--- config.mk ---
export PLATFORM = sky130hd
export DESIGN_NAME = alu_dispatch
export DESIGN_NICKNAME = d
export VERILOG_FILES = /design/src/rtl/alu_dispatch.sv
export SDC_FILE = /design/constraint.sdc
export NUM_CORES = 1
export LEC_CHECK = 0
export CAP_MARGIN = 20
export CORE_MARGIN = 4
export CORE_UTILIZATION = 40
export DETAILED_ROUTE_END_ITERATION = 7
export GPL_TIMING_DRIVEN = 0
export PLACE_DENSITY_LB_ADDON = 0.12
export SLEW_MARGIN = 20
export SYNTH_ARGS = -nofsm -noshare
export SYNTH_HDL_FRONTEND = slang
export SYNTH_SLANG_ARGS = --single-unit
--- constraint.sdc ---
create_clock -name clk -period 2.29 [get_ports clk]
set_input_delay 0.3435 -clock clk [delete_from_list [all_inputs] [get_ports clk]]
set_output_delay 0.3435 -clock clk [all_outputs]
set_load 0.05 [all_outputs]
--- src/rtl/alu_dispatch.sv ---
// Command front-end for the 8-bit multi-cycle ALU: buffers host commands in a FIFO,
// issues them one at a time, edge-detects ALU completion and returns tagged responses.
module alu_dispatch #(
  parameter int DEPTH   = 4,
  parameter int TIMEOUT = 64
) (
  input  logic        clk,
  input  logic        rst,
  input  logic        cmd_valid,
  output logic        cmd_ready,
  input  logic [7:0]  cmd_a,
  input  logic [7:0]  cmd_b,
  input  logic [1:0]  cmd_op,
  input  logic [3:0]  cmd_tag,
  output logic        rsp_valid,
  input  logic        rsp_ready,
  output logic [7:0]  rsp_data,
  output logic [3:0]  rsp_tag,
  output logic        rsp_err,
  output logic [15:0] alu_in,
  output logic [1:0]  alu_op,
  output logic        alu_valid,
  input  logic        alu_ready,
  input  logic [7:0]  alu_o,
  output logic        busy,
  output logic [7:0]  err_count
);
  localparam int          AW       = (DEPTH > 1) ? $clog2(DEPTH) : 1;
  localparam logic [AW:0] FULL_CNT = (AW+1)'(DEPTH);
  localparam logic [8:0]  TMO_CNT  = 9'(TIMEOUT);

  typedef struct packed {
    logic [3:0] tag;
    logic [1:0] op;
    logic [7:0] a;
    logic [7:0] b;
  } cmd_t;

  typedef enum logic [2:0] {IDLE, ISSUE, WAIT, CAPTURE, RESP} state_t;

  cmd_t          mem [DEPTH];
  cmd_t          iss;
  logic [AW-1:0] wr_ptr, rd_ptr;
  logic [AW:0]   count;
  state_t        state, state_nxt;
  logic [7:0]    timer;
  logic          ready_q;
  logic          push, pop, alu_edge, tmo;

  assign cmd_ready = (count != FULL_CNT);
  assign push      = cmd_valid & cmd_ready;
  assign pop       = (state == IDLE) && (count != '0);
  assign busy      = (state != IDLE) || (count != '0);
  assign alu_edge  = alu_ready & ~ready_q;
  assign tmo       = ({1'b0, timer} + 9'd1) == TMO_CNT;
  assign alu_in    = {iss.a, iss.b};
  assign alu_op    = iss.op;

  always_ff @(posedge clk)
    if (push) mem[wr_ptr] <= {cmd_tag, cmd_op, cmd_a, cmd_b};

  always_ff @(posedge clk or posedge rst) begin
    if (rst) begin
      wr_ptr <= '0;
      rd_ptr <= '0;
      count  <= '0;
    end else begin
      if (push) wr_ptr <= wr_ptr + AW'(1);
      if (pop)  rd_ptr <= rd_ptr + AW'(1);
      case ({push, pop})
        2'b10:   count <= count + (AW+1)'(1);
        2'b01:   count <= count - (AW+1)'(1);
        default: ;
      endcase
    end
  end

  // A completion edge in the last WAIT cycle beats the timeout.
  always_comb begin
    state_nxt = state;
    case (state)
      IDLE:    if (count != '0) state_nxt = ISSUE;
      ISSUE:   state_nxt = WAIT;
      WAIT:    if (alu_edge) state_nxt = CAPTURE;
               else if (tmo) state_nxt = RESP;
      CAPTURE: state_nxt = RESP;
      RESP:    if (rsp_ready) state_nxt = IDLE;
      default: state_nxt = IDLE;
    endcase
  end

  always_ff @(posedge clk or posedge rst) begin
    if (rst) begin
      state     <= IDLE;
      iss       <= '0;
      timer     <= '0;
      ready_q   <= 1'b0;
      alu_valid <= 1'b0;
      rsp_valid <= 1'b0;
      rsp_data  <= '0;
      rsp_tag   <= '0;
      rsp_err   <= 1'b0;
      err_count <= '0;
    end else begin
      state     <= state_nxt;
      ready_q   <= alu_ready;
      alu_valid <= (state_nxt == ISSUE);
      rsp_valid <= (state_nxt == RESP);
      if (pop) iss <= mem[rd_ptr];
      if (state == ISSUE)     timer <= '0;
      else if (state == WAIT) timer <= timer + 8'd1;
      if (state == CAPTURE) begin
        rsp_data <= alu_o;
        rsp_err  <= 1'b0;
        rsp_tag  <= iss.tag;
      end
      // Timeout answers with zero data and bumps the saturating error counter.
      if (state == WAIT && !alu_edge && tmo) begin
        rsp_data <= '0;
        rsp_err  <= 1'b1;
        rsp_tag  <= iss.tag;
        if (err_count != 8'hFF) err_count <= err_count + 8'd1;
      end
    end
  end

endmodule

### Yosys cells after proc, flatten, opt, wreduce, memory -nomap -nowiden

Memories as Yosys holds them, arrays and structs flattened. A register that Yosys moved wholly into a read port is not among the register bits.
Cells that the tools add are included.

* register bits: 42
* memory bits (writable): 88
* output and inout bits: 43
* word-level logic and storage cells: 62
* memories kept: 1

Memories
* mem: depth 4, bits a word 22, rd ports 1, clocked after Yosys merged registers in 1, write ports 1, line 41 `cmd_t mem [DEPTH];`

* add/sub/neg operators: 7
* equality and inequality tests: 11
* multiplexer cells: 16
* bitwise logic cells: 3
* reductions and logical operators: 12

Operators by type and width (number)
* 2-to-1 mux 8 bit: 4
* adder 8 x 1 -> 8 bit, second input constant: 2
* one-hot mux 3 bit (5 select lines): 1
* 2-to-1 mux 3 bit: 4
* adder 8 x 1 -> 9 bit, second input constant: 1
* == test 9 x 7 -> 1 bit, second input constant: 1
* 2-to-1 mux 4 bit: 2
* != test 8 bit, second input constant: 1
* == test 3 x 1 -> 1 bit, second input constant: 2
* == test 3 x 2 -> 1 bit, second input constant: 2
* == test 3 bit, second input constant: 2
* one-hot mux 3 bit (2 select lines): 1
* nonzero test 2 bit: 3
* nonzero test 3 bit: 2
* adder 2 x 1 -> 2 bit, second input constant: 2
* 2-to-1 mux 1 bit: 4
* adder 3 x 1 -> 3 bit, second input constant: 1
* logical AND 1 bit: 3
* logical NOT 3 bit: 1
* != test 3 bit, second input constant: 1
* subtractor 3 x 1 -> 3 bit, second input constant: 1
* bitwise AND 1 bit: 2
* == test 2 x 1 -> 1 bit, second input constant: 1
* == test 2 bit, second input constant: 1
* 4 further kinds: 4

### Depth between registers and ports, before layout

* word-level depth: 6
* mapped depth: 10
* mapped depth without buffers: 10

### Least setup slack after synthesis

Ideal clock, no wire load.

* path kind: flip-flop to flip-flop
* start point: reg state[0]
* end point: reg count[2]
* data arrival time: 2.359 ns
* data required time: 2.211 ns
* setup slack: -0.148 ns
* cell stages (with the launch flop): 10
* clock period less this slack: 2.438 ns
* cell sequence: dfrtp_1 clkbuf_1 nor4_2 buf_4 ha_1 inv_1 fa_1 xor2_1 nor2_1 xor2_1

* longest elaborated chain between the ends: 4

Ends and longest elaborated chain
* start, declared: line 45 `state_t state, state_nxt;`
* start signal, assigned: line 105 `state <= state_nxt;`
* logical NOT 3 bit *: line 52 `assign pop = (state == IDLE) && (count != '0);`
* logical AND 1 bit *: line 52
* net pop: line 48 `logic push, pop, alu_edge, tmo;`
* == test 2 x 1 -> 1 bit or == test 2 bit (tied branches): line 70 `case ({push, pop})`
* one-hot mux 3 bit (2 select lines) or nonzero test 2 bit (tied branches)
* end signal, assigned: line 71 `2'b10: count <= count + (AW+1)'(1);`
* end signal, assigned: line 72 `2'b01: count <= count - (AW+1)'(1);`
* end, declared: line 44 `logic [AW:0] count;`

Mark *: on every way through the listed nets, which the timed path passes. The rest lies on a longest branch.
A chain may end at the register's enable or synchronous reset.

### Worst setup path after layout

* start point: reg count[0]
* end point: out cmd_ready

* longest elaborated chain between the ends: 1

Ends and longest elaborated chain
* != test 3 bit: line 50 `assign cmd_ready = (count != FULL_CNT);`
* end, declared: line 10 `output logic cmd_ready,`

No other way between the ends.

==> flow_summary.yaml <==
run_status:
  status: "completed"
drt:
  dr.pass1.iters: 4
  via_count: 3462
  via_per_inst: 5.12
  antenna_left: 0
  dr_wl_met3_um: 578
  first_iter_violations: 186
  dr.max_layer_used: "met4"
  drc: 0
  dr_wl_met2_mm: 5.86
  wl_per_cell_um: 17.6
  wl_met1_mm: 5.35
  routed_wl_mm: 11.9
placed_design:
  place_ws_ns: -0.509
  hpwl_mm: 7.41
  io_buffers: 77
  gp_congestion: 0.847
synthesis:
  synthTopCellsByArea: "edfxtp_1 43%, dfrtp_1 26%, mux4_2 8.0%"
  yosys_register_bits: 152
  synth_top_area_cell: "edfxtp_1"
  seq_area_frac_synth_pct: 68.4
  ys_warn_count: 0
  synth_ff_type: "edfxtp_1"
  synth_top_area_share_pct: 42.6
  syn_inst: 375
  synth_fp_nets: 418
  synthArstFlopShare_pct: 42.1
  synth_area_mm2: 0.00621
  synth_edf_count: 88
  avgSynthCellArea_um2: 16.6
  synth_cell_types: 45
die:
  die_w_um: 133
  dieHeight_um: 133
  start_util_pct: 40.8
  rows: 45
  dieArea_mm2: 0.0176
  core_area_mm2: 0.0152
  io_pins: 78
worst_setup_path:
  worstPathMaxFanout: 6
  end_kind: "output pin"
  startpoint_type: "flip-flop"
  timing.critical_path.arrival_ns: 1.84
  critPathRequiredTime_ns: 1.95
  crit_type: "reg2out"
grt:
  grt_pass1_wl_mm: 19.4
  grt_use_total_pct: 14.4
  grt-ovfl-total: 0
  antenna_found_initial: 0
  grt_max_degree: 47
  grt_pass1_vias: 3554
power:
  intPower_uw: 7290
  p_sw_share_pct: 35.4
  irDropWorstVdd_mv: 0.669
  power_density_mw_per_mm2: 1440
  cellLeakagePower_uw: 0.00300
  p_sw_uw: 4000
  power_frac_clock_pct: 23.2
  pwr-share-comb_pct: 40.5
  power_frac_seq_pct: 36.2
layout:
  diodes: 0
  flow.area_growth_from_synthesis_pct: 26.7
  final_common_cell: "edfxtp_1"
  num-nets-final: 518
  final_util_pct: 51.7
  nFillCells: 1304
  layout_common_cells: "88 x edfxtp_1, 76 x clkdlybuf4s50_1, 63 x dfrtp_1"
  final_layout_size_suffix_gt1_share_pct: 25.2
clocking:
  clk_path_buf_depth: 2
  cts_tree: "yes"
  clockRootBuffer: "clkbuf_16"
  clk_pin_slew_ns: 0.06
  cts.htree.levels: 4
  cts.sinks: 152
  clk-insertion-delay-late_ns: 0.42
  hold_buffers: 0
  cts_buffers: 17
timing:
  slew_violations: 0
  fin_crit_ns: 2.19
  hold_viol_final: 0
  relSlewSlack_pct: 52.0
  finClkSkew_ns: 0.00946
  layout_setup_ws_ns: 0.102
  fmax_ghz: 0.457
  setup_violations: 0
  min_period_over_period_pct: 95.6
  tightestPinTransition_ns: 0.719
  rsz0062_at_grt: "true"
flow_run:
  maxCapViolations: 0
hold_path:
  holdCritPathClass: "in2async"
synthesized netlist by cell type (2+ instances only):
cell and number:
a21oi_1 8, a22o_1 8, a22oi_1 3, a31oi_1 2, and2_1 2, and3_1 6, and4_1 2, buf_2 2
buf_4 20, buf_6 2, clkbuf_1 8, dfrtp_1 64, edfxtp_1 88, ha_1 7, inv_1 11, mux2_2 23
mux2_4 4, mux4_2 22, nand2_1 11, nand2b_1 3, nand3_1 4, nor2_1 11, nor3_1 6, nor4_1 6
o21ai_0 19, or2_2 2, xnor2_1 5, xor2_1 9
per-layer routing:
metal | vias up | global-route usage, %
met5 | - | 0
met2 | 90 | 23.4
met4 | 0 | 4.33
met3 | 8 | 4.90
li1 | 1619 | -
met1 | 1745 | 18.4
power by group through the flow:
stage          sequential (µW)  clock [µW]  combinational (µW)
6_report                  4090        2630                4580
3_5_place_dp              4140           0                4590
2_1_floorplan             4430           0                2950
5_1_grt                   4180        2830                4920
4_1_cts                   4100        2700                4620
3_3_place_gp              4120           0                4520
critical path: stages (launching register included):
cell	delay (ns)
dfrtp_1	0.40
inv_1	0.10
nand3_2	0.12
clkdlybuf4s50_1	0.81
layout make-up:
type                            count  area, µm²  share of cell area, %
Inverter                           12       51.3                  0.652
Multi-Input combinational cell    179       1730                   22.0
Clock inverter                     11       98.8                   1.26
Timing Repair Buffer               82        830                   10.5
Sequential cell                   152       4250                   54.0
Clock buffer                       21        460                   5.85
Buffer                             31        215                   2.74
Tap cell                          188        235                   2.99
path summary, 6_finish.rpt:
path,start,to,slack (ns),cells after the start
worst max-delay path,count[0],cmd_ready,0.10,3
worst min-delay path,rst,alu_in[5],0.24,2
worst max register to register,state[1],count[2],0.13,8
worst min register to register,err_count[7],err_count[7],0.49,1
max in group asynchronous,rst,state[1],1.51,3
min in group clk,alu_ready,ready_q,0.41,1
registers in the layout, indices dropped and copies added, names as in the netlist:
| name | flops |
|---|---|
| err_count | 8 |
| alu_in | 16 |
| rsp_err | 1 |
| rd_ptr | 2 |
| iss | 4 |
| wr_ptr | 2 |
| alu_valid | 1 |
| alu_op | 2 |
| ready_q | 1 |
| rsp_data | 8 |
| timer | 8 |
| state | 3 |
| rsp_tag | 4 |
| rsp_valid | 1 |
| mem | 88 |
| count | 3 |
timing repair:
action / CTS / global route
resized for setup: 6 / 2
buffers inserted: 1 / 3
pin swaps: 1 / 1
setup endpoints to repair: 3 / 6
kinds of logic after synthesis:
kind of cell             after synthesis  share of synthesized area, %
AO/OA/AOI/OAI                         49                          5.42
XOR/XNOR                              14                          1.98
adder cells (fa/ha/maj)                8                          1.73
buffers and inverters                 44                          4.15
flip-flops                           152                          68.4
multiplexers                          50                          13.3
AND/OR/NAND/NOR                       58                          5.06
per-stage QoR:
| step | cell area (µm²) | TNS, ns | cells | hold WS (ns) | power, µW |
|---|---|---|---|---|---|
| 3_5_place_dp | 7260 | -0.867 | 641 | 0.485 | 8720 |
| 2_1_floorplan | 6220 | 0 | 375 | 0.375 | 7380 |
| 5_1_grt | 7870 | -0.0106 | 676 | 0.258 | 11900 |
| 4_1_cts | 7840 | 0 | 673 | 0.243 | 11400 |
| 3_3_place_gp | 7230 | -71.80 | 640 | 0.478 | 8630 |
| 6_report | 7870 | 0 | 676 | 0.243 | 11300 |
Power figures use the tool's default switching activity.
